==> src/rtl/sram_bank_controller_pkg.sv <==
// sram_ctrl_pkg: shared types and helpers for the SRAM bank controller.
//   state_e  - controller FSM states (IDLE, ACCESS, ACK)
//   MAX_WAIT - largest supported WAIT_STATES value; sizes the wait counter
//   clog2    - elaboration-time ceil(log2(n)), used for index/counter widths
package sram_ctrl_pkg;

  typedef enum logic [1:0] {
    IDLE   = 2'd0,
    ACCESS = 2'd1,
    ACK    = 2'd2
  } state_e;

  localparam int MAX_WAIT = 15;

  function automatic int clog2(input int n);
    int r;
    r = 0;
    for (int i = 0; i < 31; i++) begin
      if ((1 << i) < n) r = i + 1;
    end
    return r;
  endfunction

endpackage

==> src/rtl/sram_bank_controller_if.sv <==
// sram_bus_if: 68k-side bus strobes plus SRAM-side strobes for one bank.
//   master - bus/test side: drives Address, SRamSelect_H, AS_L, UDS_L, LDS_L, WE_L
//   slave  - controller side: drives Block_H, SRam_UB_L/LB_L/OE_L/WE_L, Dtack_L
// With SRAM_BLOCK0_WRITE_PROTECT_EN defined, adds WrProtect_H (in) and
// WrViolation_H (out, sticky).
interface sram_bus_if #(
  parameter int ADDR_WIDTH = 17,
  parameter int NUM_BLOCKS = 4
);
  logic [ADDR_WIDTH-1:0] Address;
  logic                  SRamSelect_H;
  logic                  AS_L;
  logic                  UDS_L;
  logic                  LDS_L;
  logic                  WE_L;
  logic [NUM_BLOCKS-1:0] Block_H;
  logic                  SRam_UB_L;
  logic                  SRam_LB_L;
  logic                  SRam_OE_L;
  logic                  SRam_WE_L;
  logic                  Dtack_L;
`ifdef SRAM_BLOCK0_WRITE_PROTECT_EN
  logic                  WrProtect_H;
  logic                  WrViolation_H;
`endif

  modport master (
    output Address, SRamSelect_H, AS_L, UDS_L, LDS_L, WE_L,
    input  Block_H, SRam_UB_L, SRam_LB_L, SRam_OE_L, SRam_WE_L, Dtack_L
`ifdef SRAM_BLOCK0_WRITE_PROTECT_EN
    , output WrProtect_H
    , input  WrViolation_H
`endif
  );

  modport slave (
    input  Address, SRamSelect_H, AS_L, UDS_L, LDS_L, WE_L,
    output Block_H, SRam_UB_L, SRam_LB_L, SRam_OE_L, SRam_WE_L, Dtack_L
`ifdef SRAM_BLOCK0_WRITE_PROTECT_EN
    , input  WrProtect_H
    , output WrViolation_H
`endif
  );

endinterface

==> src/rtl/sram_bank_controller_onehot.sv <==
// sram_block_onehot: combinational binary-to-one-hot block decoder.
//   en_i     - when low the output is all zeros
//   idx_i    - block index, clog2(NUM_BLOCKS) bits
//   onehot_o - NUM_BLOCKS-wide one-hot select
module sram_block_onehot
  import sram_ctrl_pkg::*;
#(
  parameter int NUM_BLOCKS = 4,
  localparam int BLK_BITS  = clog2(NUM_BLOCKS)
) (
  input  logic                  en_i,
  input  logic [BLK_BITS-1:0]   idx_i,
  output logic [NUM_BLOCKS-1:0] onehot_o
);

  always_comb begin
    onehot_o = '0;
    if (en_i) onehot_o[idx_i] = 1'b1;
  end

endmodule

==> src/rtl/sram_bank_controller.sv <==
// sram_bank_controller: 68k-to-SRAM bank controller.
//   Clock   - system clock
//   Reset_L - asynchronous active-low reset
//   bus     - sram_bus_if.slave: 68k strobes in, block select / SRAM strobes /
//             Dtack_L out (all outputs registered)
// Parameters: ADDR_WIDTH, NUM_BLOCKS (pow2, 2..16), WAIT_STATES (0..15).
// Optional: SRAM_BLOCK0_WRITE_PROTECT_EN adds block-0 write protection with a
// sticky WrViolation_H flag.
module sram_bank_controller
  import sram_ctrl_pkg::*;
#(
  parameter int ADDR_WIDTH  = 17,
  parameter int NUM_BLOCKS  = 4,
  parameter int WAIT_STATES = 1
) (
  input logic       Clock,
  input logic       Reset_L,
  sram_bus_if.slave bus
);

  localparam int BLK_BITS = clog2(NUM_BLOCKS);
  localparam int CNT_W    = clog2(MAX_WAIT + 1);
  localparam logic [CNT_W-1:0] WS = CNT_W'(WAIT_STATES);

  state_e                state_q, state_d;
  logic [CNT_W-1:0]      cnt_q, cnt_d;
  logic [NUM_BLOCKS-1:0] blk_q, blk_d, blk_dec;
  logic                  ub_l_q, ub_l_d, lb_l_q, lb_l_d;
  logic                  oe_l_q, oe_l_d, we_l_q, we_l_d;
  logic                  dtack_l_q, dtack_l_d;
  logic                  start;
  logic                  wr_blocked;
  logic [BLK_BITS-1:0]   idx;

  assign idx   = bus.Address[ADDR_WIDTH-1 -: BLK_BITS];
  assign start = (state_q == IDLE) && !bus.AS_L && bus.SRamSelect_H &&
                 (!bus.UDS_L || !bus.LDS_L);

  sram_block_onehot #(.NUM_BLOCKS(NUM_BLOCKS)) u_dec (
    .en_i    (start),
    .idx_i   (idx),
    .onehot_o(blk_dec)
  );

`ifdef SRAM_BLOCK0_WRITE_PROTECT_EN
  logic viol_q;

  // Protected writes still run the full handshake; only the SRAM write
  // strobe is suppressed and the violation is remembered until reset.
  assign wr_blocked = !bus.WE_L && bus.WrProtect_H && (idx == '0);

  always_ff @(posedge Clock or negedge Reset_L) begin
    if (!Reset_L)                 viol_q <= 1'b0;
    else if (start && wr_blocked) viol_q <= 1'b1;
  end

  assign bus.WrViolation_H = viol_q;
`else
  assign wr_blocked = 1'b0;
`endif

  always_comb begin
    state_d = state_q;
    cnt_d   = cnt_q;
    blk_d   = blk_q;
    // Byte strobes can only drop once latched; a late re-assertion is ignored.
    ub_l_d  = ub_l_q | bus.UDS_L;
    lb_l_d  = lb_l_q | bus.LDS_L;
    oe_l_d  = oe_l_q;
    we_l_d  = we_l_q;
    case (state_q)
      IDLE: begin
        if (start) begin
          state_d = ACCESS;
          cnt_d   = '0;
          blk_d   = blk_dec;
          ub_l_d  = bus.UDS_L;
          lb_l_d  = bus.LDS_L;
          oe_l_d  = !bus.WE_L;
          we_l_d  = bus.WE_L | wr_blocked;
        end
      end
      ACCESS: begin
        if (bus.AS_L)         state_d = IDLE;  // abort / bus error
        else if (cnt_q == WS) state_d = ACK;
        else                  cnt_d   = cnt_q + 1'b1;
      end
      ACK: begin
        if (bus.AS_L) state_d = IDLE;
      end
      default: state_d = IDLE;
    endcase
    // Everything is released on the same edge the FSM returns to IDLE.
    if (state_d == IDLE) begin
      cnt_d  = '0;
      blk_d  = '0;
      ub_l_d = 1'b1;
      lb_l_d = 1'b1;
      oe_l_d = 1'b1;
      we_l_d = 1'b1;
    end
    // Registered one clock behind entry to ACK, giving WAIT_STATES+2 latency.
    dtack_l_d = !((state_q == ACK) && (state_d == ACK));
  end

  always_ff @(posedge Clock or negedge Reset_L) begin
    if (!Reset_L) begin
      state_q   <= IDLE;
      cnt_q     <= '0;
      blk_q     <= '0;
      ub_l_q    <= 1'b1;
      lb_l_q    <= 1'b1;
      oe_l_q    <= 1'b1;
      we_l_q    <= 1'b1;
      dtack_l_q <= 1'b1;
    end else begin
      state_q   <= state_d;
      cnt_q     <= cnt_d;
      blk_q     <= blk_d;
      ub_l_q    <= ub_l_d;
      lb_l_q    <= lb_l_d;
      oe_l_q    <= oe_l_d;
      we_l_q    <= we_l_d;
      dtack_l_q <= dtack_l_d;
    end
  end

  assign bus.Block_H   = blk_q;
  assign bus.SRam_UB_L = ub_l_q;
  assign bus.SRam_LB_L = lb_l_q;
  assign bus.SRam_OE_L = oe_l_q;
  assign bus.SRam_WE_L = we_l_q;
  assign bus.Dtack_L   = dtack_l_q;

endmodule
==> src/flat_wrapper.sv <==
// flat-port wrapper written by rule: the top's interface ports become plain ports
module sram_bank_controller_flat import sram_ctrl_pkg::*;
#(
  parameter int ADDR_WIDTH  = 17,
  parameter int NUM_BLOCKS  = 4,
  parameter int WAIT_STATES = 1
)
  (Clock, Reset_L, bus_Address, bus_SRamSelect_H, bus_AS_L, bus_UDS_L, bus_LDS_L, bus_WE_L, bus_Block_H, bus_SRam_UB_L, bus_SRam_LB_L, bus_SRam_OE_L, bus_SRam_WE_L, bus_Dtack_L);
  sram_bus_if #(.ADDR_WIDTH(ADDR_WIDTH), .NUM_BLOCKS(NUM_BLOCKS)) bus_i ();
  input logic Clock;
  input logic Reset_L;
  input wire logic [$bits(bus_i.Address)-1:0] bus_Address;
  input wire logic [$bits(bus_i.SRamSelect_H)-1:0] bus_SRamSelect_H;
  input wire logic [$bits(bus_i.AS_L)-1:0] bus_AS_L;
  input wire logic [$bits(bus_i.UDS_L)-1:0] bus_UDS_L;
  input wire logic [$bits(bus_i.LDS_L)-1:0] bus_LDS_L;
  input wire logic [$bits(bus_i.WE_L)-1:0] bus_WE_L;
  output wire logic [$bits(bus_i.Block_H)-1:0] bus_Block_H;
  output wire logic [$bits(bus_i.SRam_UB_L)-1:0] bus_SRam_UB_L;
  output wire logic [$bits(bus_i.SRam_LB_L)-1:0] bus_SRam_LB_L;
  output wire logic [$bits(bus_i.SRam_OE_L)-1:0] bus_SRam_OE_L;
  output wire logic [$bits(bus_i.SRam_WE_L)-1:0] bus_SRam_WE_L;
  output wire logic [$bits(bus_i.Dtack_L)-1:0] bus_Dtack_L;
  assign bus_i.Address = bus_Address;
  assign bus_i.SRamSelect_H = bus_SRamSelect_H;
  assign bus_i.AS_L = bus_AS_L;
  assign bus_i.UDS_L = bus_UDS_L;
  assign bus_i.LDS_L = bus_LDS_L;
  assign bus_i.WE_L = bus_WE_L;
  assign bus_Block_H = bus_i.Block_H;
  assign bus_SRam_UB_L = bus_i.SRam_UB_L;
  assign bus_SRam_LB_L = bus_i.SRam_LB_L;
  assign bus_SRam_OE_L = bus_i.SRam_OE_L;
  assign bus_SRam_WE_L = bus_i.SRam_WE_L;
  assign bus_Dtack_L = bus_i.Dtack_L;
  sram_bank_controller #(.ADDR_WIDTH(ADDR_WIDTH), .NUM_BLOCKS(NUM_BLOCKS), .WAIT_STATES(WAIT_STATES)) u_core (.Clock(Clock), .Reset_L(Reset_L), .bus(bus_i));
endmodule
==> config.mk <==
export PLATFORM = sky130hd
export DESIGN_NAME = sram_bank_controller_flat
export DESIGN_NICKNAME = d
export VERILOG_FILES = /design/src/rtl/sram_bank_controller_pkg.sv /design/src/rtl/sram_bank_controller_if.sv /design/src/rtl/sram_bank_controller_onehot.sv /design/src/rtl/sram_bank_controller.sv /design/src/flat_wrapper.sv
export SDC_FILE = /design/constraint.sdc
export NUM_CORES = 1
export LEC_CHECK = 0
export BUFFER_PORTS_ARGS = -buffer_cell sky130_fd_sc_hd__buf_4
export CORE_MARGIN = 2
export CORE_UTILIZATION = 43
export CTS_BUF_LIST = sky130_fd_sc_hd__clkbuf_8
export DETAILED_ROUTE_END_ITERATION = 10
export GPL_TIMING_DRIVEN = 0
export PLACE_DENSITY_LB_ADDON = 0.25
export SLEW_MARGIN = 20
export SYNTH_ARGS = -nofsm -noshare
export SYNTH_HDL_FRONTEND = slang
export SYNTH_SLANG_ARGS = --single-unit
==> constraint.sdc <==
create_clock -name Clock -period 1.8 [get_ports Clock]
set_input_delay 0.27 -clock Clock [delete_from_list [all_inputs] [get_ports Clock]]
set_output_delay 0.27 -clock Clock [all_outputs]
set_load 0.02 [all_outputs]
# --- Yosys cells after proc, flatten, opt, wreduce, memory -nomap -nowiden ---
# Index checks and enable logic that the tools add are counted.
op_classes:
  magnitude_cmp: 2
  bitwise_logic: 2
  n_addsub: 1
  mux: 27
  n_eq_ne: 7
  reduce_logical: 18
ops:
  columns: ["operator", "count"]
  rows:
  - ["2-to-1 mux 4 bit", 7]
  - ["2-to-1 mux 1 bit", 13]
  - ["2-to-1 mux 2 bit", 4]
  - ["one-hot mux 4 bit (2 select lines)", 1]
  - ["inequality test 3 x 2 -> 1 bit, second input constant", 2]
  - ["one-hot mux 2 bit (3 select lines)", 1]
  - ["logical AND 1 bit", 5]
  - ["logical NOT 1 bit", 5]
  - ["adder 4 x 1 -> 4 bit, second input constant", 1]
  - ["== test 2 bit, second input constant", 2]
  - ["== test 4 x 1 -> 1 bit, second input constant", 1]
  - ["logical NOT 2 bit", 2]
  - ["AND reduction 4 bit", 1]
  - ["nonzero test 2 bit", 2]
  - ["less-than comparator 2 x 3 -> 1 bit, second input constant", 1]
  - ["inequality test 3 bit, second input constant", 1]
  - ["nonzero test 3 bit", 1]
  - ["demux 1 bit (select 2 bit)", 1]
  - ["== test 2 x 1 -> 1 bit, second input constant", 1]
  - ["greater-or-equal comparator 2 x 1 -> 1 bit, second input constant", 1]
  - ["OR 1 bit", 2]
  - ["AND reduction 2 bit", 1]
  - ["logical OR 1 bit", 1]
totals:
  reg_bits: 15
  word_cells: 65
  inputBits: 24

# --- Depth between registers and ports, before layout ---
logic_depth:
  word_depth: 9
  depth_mapped: 5
  mapped_depth_nobuf: 5

# --- By module ---
# A second synthesis with hierarchy kept.
hier_totals:
  cells_unflattened: 73
  area_unflattened_um2: 785.8
by_module_without_submodules:
  columns: ["mod", "area_each_um2", "instances", "cells_each", "seq_area_each_um2"]
  rows:
  - ["sram_bank_controller", 748.2, 1, 69, 381.6]
  - ["sram_block_onehot", 37.5, 1, 4, 0.0]

# --- Worst setup path before layout ---
# No wires, ideal clock.
synth_path:
  path_type: "reg2reg"
  startpoint: "register u_core.state_q[0]"
  endpoint: "register u_core.blk_q[0] (netlist: u_core.bus.Block_H[0])"
  required_time_ns: 1.721
  arrival_time_ns: 1.586
  path_buffers: 1
  period_less_slack_ns: 1.665
  path_slack_ns: 0.135
  setup_ns: 0.079
  stages_incl_launch_ff: 5
  cell_sequence: "dfrtp_1 -> or4b_1 -> clkbuf_2 -> or4_1 -> a21oi_1"
synth_via:
  elab_chain_len: 9
synth_rtl:
  columns: ["element", "line", "source"]
  rows:
  - ["from (decl)", "sram_bank_controller.sv:25", "state_e state_q, state_d;"]
  - ["from (signal assigned)", "sram_bank_controller.sv:117", "state_q <= state_d;"]
  - ["logical NOT 2 bit", "sram_bank_controller.sv:36, sram_bank_controller.sv:71", null]
  - ["logical AND 1 bit (3 in a row)", "sram_bank_controller.sv:36", "assign start = (state_q == IDLE) && !bus.AS_L && bus.SRamSelect_H &&"]
  - ["2-to-1 mux 2 bit", "sram_bank_controller.sv:73", "if (start) begin"]
  - ["one-hot mux 2 bit (3 select lines)", "sram_bank_controller.sv:71", "case (state_q)"]
  - ["logical NOT 2 bit", "sram_bank_controller.sv:94", "if (state_d == IDLE) begin"]
  - ["nonzero test 2 bit (no line)", null, null]
  - ["AND reduction 2 bit (no line)", null, null]
  - ["to (signal assigned)", "sram_bank_controller.sv:119", "blk_q <= blk_d;"]
  - ["to (decl)", "sram_bank_controller.sv:27", "logic [NUM_BLOCKS-1:0] blk_q, blk_d, blk_dec;"]
# Several ways; a longest one is shown, not always the timed one.
# A chain may end at the register's enable or synchronous reset.

# --- Worst setup path after layout ---
# Ends and elaborated chain as after synthesis.

==> flow_metrics.env <==
export IMPL_status="finished, final reports clean"
export IMPL_rsz0062_at_grt="no"
export IMPL_r2r_cells=4
export IMPL_power_density_nw_per_um2=750
export IMPL_place_congestion=0.758
export IMPL_diodes=0
export IMPL_numCtsBuffers=3
export IMPL_die_h_um=45.9
export IMPL_cp_arrival_ns=1.91
export IMPL_p_seq_share_pct=48.8
export IMPL_period_share_pct=96.8
export IMPL_p_int_mw=0.551
export IMPL_worstSetupPathType="flip-flop to flip-flop"
export IMPL_slew_headroom_pct=59.4
export IMPL_ys_seq_area_share_pct=50.5
export IMPL_path_cells="or4b_1 -> buf_2 -> or4_1 -> a21oi_1"
export IMPL_drt_pass1_iter_count=4
export IMPL_cp_end_kind="flip-flop"
export IMPL_crit_start="u_core.state_q[0]"
export IMPL_hold_slack_ns=0.232
export IMPL_core_area_um2=1690
export IMPL_drt_iter0_drc=8
export IMPL_dieArea_um2=2110
export IMPL_drc=0
export IMPL_yosys_area_top_type_share_pct=33.1
export IMPL_synthCells=73
export IMPL_ioPinCount=33
export IMPL_clockRootBuffer="clkbuf_8"
export IMPL_finalSetupViolCount=0
export IMPL_netSwitchingPower_mw=0.179
export IMPL_via_count=629
export IMPL_synth_cell_types=33
export IMPL_synth_edf_count=0
export IMPL_timing_fmax_mhz=574
export IMPL_syn_area_um2=756
export IMPL_cts_clk_slew_worst_paths_ns=0.06
export IMPL_drt_vias_per_instance=5.62
export IMPL_pwr_share_comb_pct=15.4
export IMPL_synth_top_cell_by_area="dfrtp_1"
export IMPL_syn_nets=99
export IMPL_n_fill_cell=167
export IMPL_crit_path_end="u_core.bus.Block_H[0]"
export IMPL_cp_max_fo=8
export IMPL_clk_latency_ns=0.25
export IMPL_ant_nets=0
export IMPL_initial_utilization_pct=44.7
export IMPL_cts_post_setup_buffers_inserted=0
export IMPL_critPathLaunchType="flip-flop"
export IMPL_hpwl_um=1070
export IMPL_seqCellArea_um2=382
export IMPL_synth_warnings=0
export IMPL_synth_top_flop_cell="dfrtp_1"
export IMPL_period_minus_slack_ns=1.74
export IMPL_rrSetupSlack_ns=0.06
export IMPL_slowest_delay_ns=0.50
export IMPL_finClkSkew_ns=0.00486
export IMPL_setup_slack_ns=0.0580
export IMPL_areaGrowthSynthToFinish_pct=28.8
export IMPL_power_frac_clock_pct=35.8
export IMPL_rows=15
export IMPL_synthTopCellsByCount="dfrtp_1 (10), nand2_1 (7), a21oi_1 (6)"
export IMPL_maxCapViolCount=0
export IMPL_dpl_cell_count=107
export IMPL_finalHoldViolations=0
export IMPL_layout_drive_gt1_share_pct=35.8
export IMPL_track_usage_pct=15.4
export IMPL_grt_pass1_wl_um=2330
export IMPL_syn_area_per_cell_um2=10.4
export IMPL_critPathRequiredTime_ns=1.97
export IMPL_wl_per_cell_um=13.0
export IMPL_synth_area_top_cells="dfrtp_1 (33%), dfstp_2 (17%), a21oi_1 (4.0%)"
export IMPL_htree_levels=1
export IMPL_place_ws_ns=-0.0699
export IMPL_leakage_nw=0.412
export IMPL_r2r_end="u_core.bus.Block_H[0]"
export IMPL_grt_ovfl_total=0
export IMPL_antenna_found_initial=0
export IMPL_worst_pin_slew_ns=0.605
export IMPL_min_path_type="primary input to flip-flop"
export IMPL_grt_max_degree=16
export IMPL_slew_violations=0
export IMPL_clock_sinks=15
export IMPL_r2r_start="u_core.state_q[0]"
export IMPL_grt_pass1_vias=526
export IMPL_ys_seq_elements=15
export IMPL_finalNonFillerCells=112
export IMPL_peakVddDrop_uv=570
export IMPL_switching_share_pct=24.6
export IMPL_die_w_um=45.9
export IMPL_fin_nets=122
export IMPL_drt_total_wl_um=1460
export IMPL_portBuffers=17
export IMPL_cts_tree="yes"
export IMPL_final_util_pct=57.6
export IMPL_multi_input_area_um2=372
export IMPL_async_flop_share_pct=100
export IMPL_crit_slowest_cell="or4b_1"
export IMPL_clockBufferDepth=2
export IMPL_synthMostInstantiatedCell="dfrtp_1"
-- worst max-delay path: cells and delay by family, from the launching register on --
kind,cells,cell delay [ns]
flip-flops,1,0.36
buffers and inverters,1,0.17
AO/OA/AOI/OAI,1,0.15
AND/OR/NAND/NOR,2,0.98
-- stage by stage --
step	setup TNS, ns	total power, mW	instance area [µm²]
floorplan	0	0.425	756
global placement	-0.0516	0.467	905
detailed placement	-0.0699	0.469	905
CTS	0	0.736	966
global route	0	0.769	973
finish	0	0.730	973
-- routing by layer --
layer  GRT usage (%)  up-vias  wire [µm]
li1                -      313          -
met1            22.5      298        720
met2            19.7       18        643
met3            8.33        0         94
met4            3.43        0          0
met5               0        -          0
-- cell usage in the layout, fill, tap and decap left out, types with 2 or more instances in the layout --
cell type  instances
a211o_2            2
a21oi_1            6
a31oi_1            2
buf_4             17
clkbuf_1           2
clkbuf_8           3
dfrtp_1           10
dfstp_2            5
ha_1               2
inv_1              2
nand2_1            7
nand3b_1           2
nand4b_1           3
nor2_1             3
nor2b_1            2
o21ai_0            4
o22ai_1            3
-- worst min-delay path by stage --
stage | slack, ns | to | startpoint | cells after the start
finish | 0.23 | u_core.bus.SRam_UB_L | bus_UDS_L | 2
detailed placement | 0.14 | u_core.cnt_q[2] | Reset_L | 1
CTS | 0.23 | u_core.bus.SRam_UB_L | bus_UDS_L | 2
floorplan | -0.03 | u_core.bus.Block_H[0] | Reset_L | 0
global route | 0.23 | u_core.bus.SRam_UB_L | bus_UDS_L | 2
global placement | 0.13 | u_core.cnt_q[2] | Reset_L | 1
-- registers in the layout (all words and copies together), names as in the netlist --
signal                cells
u_core.bus.SRam_OE_L      1
u_core.bus.SRam_WE_L      1
u_core.cnt_q              4
u_core.bus.SRam_LB_L      1
u_core.bus.SRam_UB_L      1
u_core.bus.Dtack_L        1
u_core.state_q            2
u_core.bus.Block_H        4
-- kinds of logic after synthesis --
kind of cell,count (synthesis),share of synthesized area (%)
XOR/XNOR,2,2.32
adder cells (fa/ha/maj),2,3.31
AND/OR/NAND/NOR,27,21.7
AO/OA/AOI/OAI,22,18.5
buffers and inverters,4,2.15
multiplexers,1,1.49
flip-flops,15,50.5
-- power by group through the flow --
stage	clock network (mW)	logic, mW	registers, mW
floorplan	0	0.0582	0.367
global placement	0	0.105	0.362
detailed placement	0	0.107	0.362
CTS	0.269	0.111	0.357
global route	0.286	0.125	0.358
finish	0.261	0.113	0.357
-- timing repair --
item / in CTS / in global routing
endpoints found under the hold margin: 10 / 0
endpoints found under the setup margin: 1 / 9
resized for setup: 1 / 3
hold buffers: 1 / 0
-- cell type report --
cell class                      count  area share [%]
Sequential cell                    15            39.2
Multi-Input combinational cell     54            38.2
Timing Repair Buffer               18            14.1
Clock buffer                        3            4.24
Tap cell                           17            2.19
Buffer                              3            1.29
Clock inverter                      1           0.386
Inverter                            1           0.386
Power figures use the tool's default switching activity.
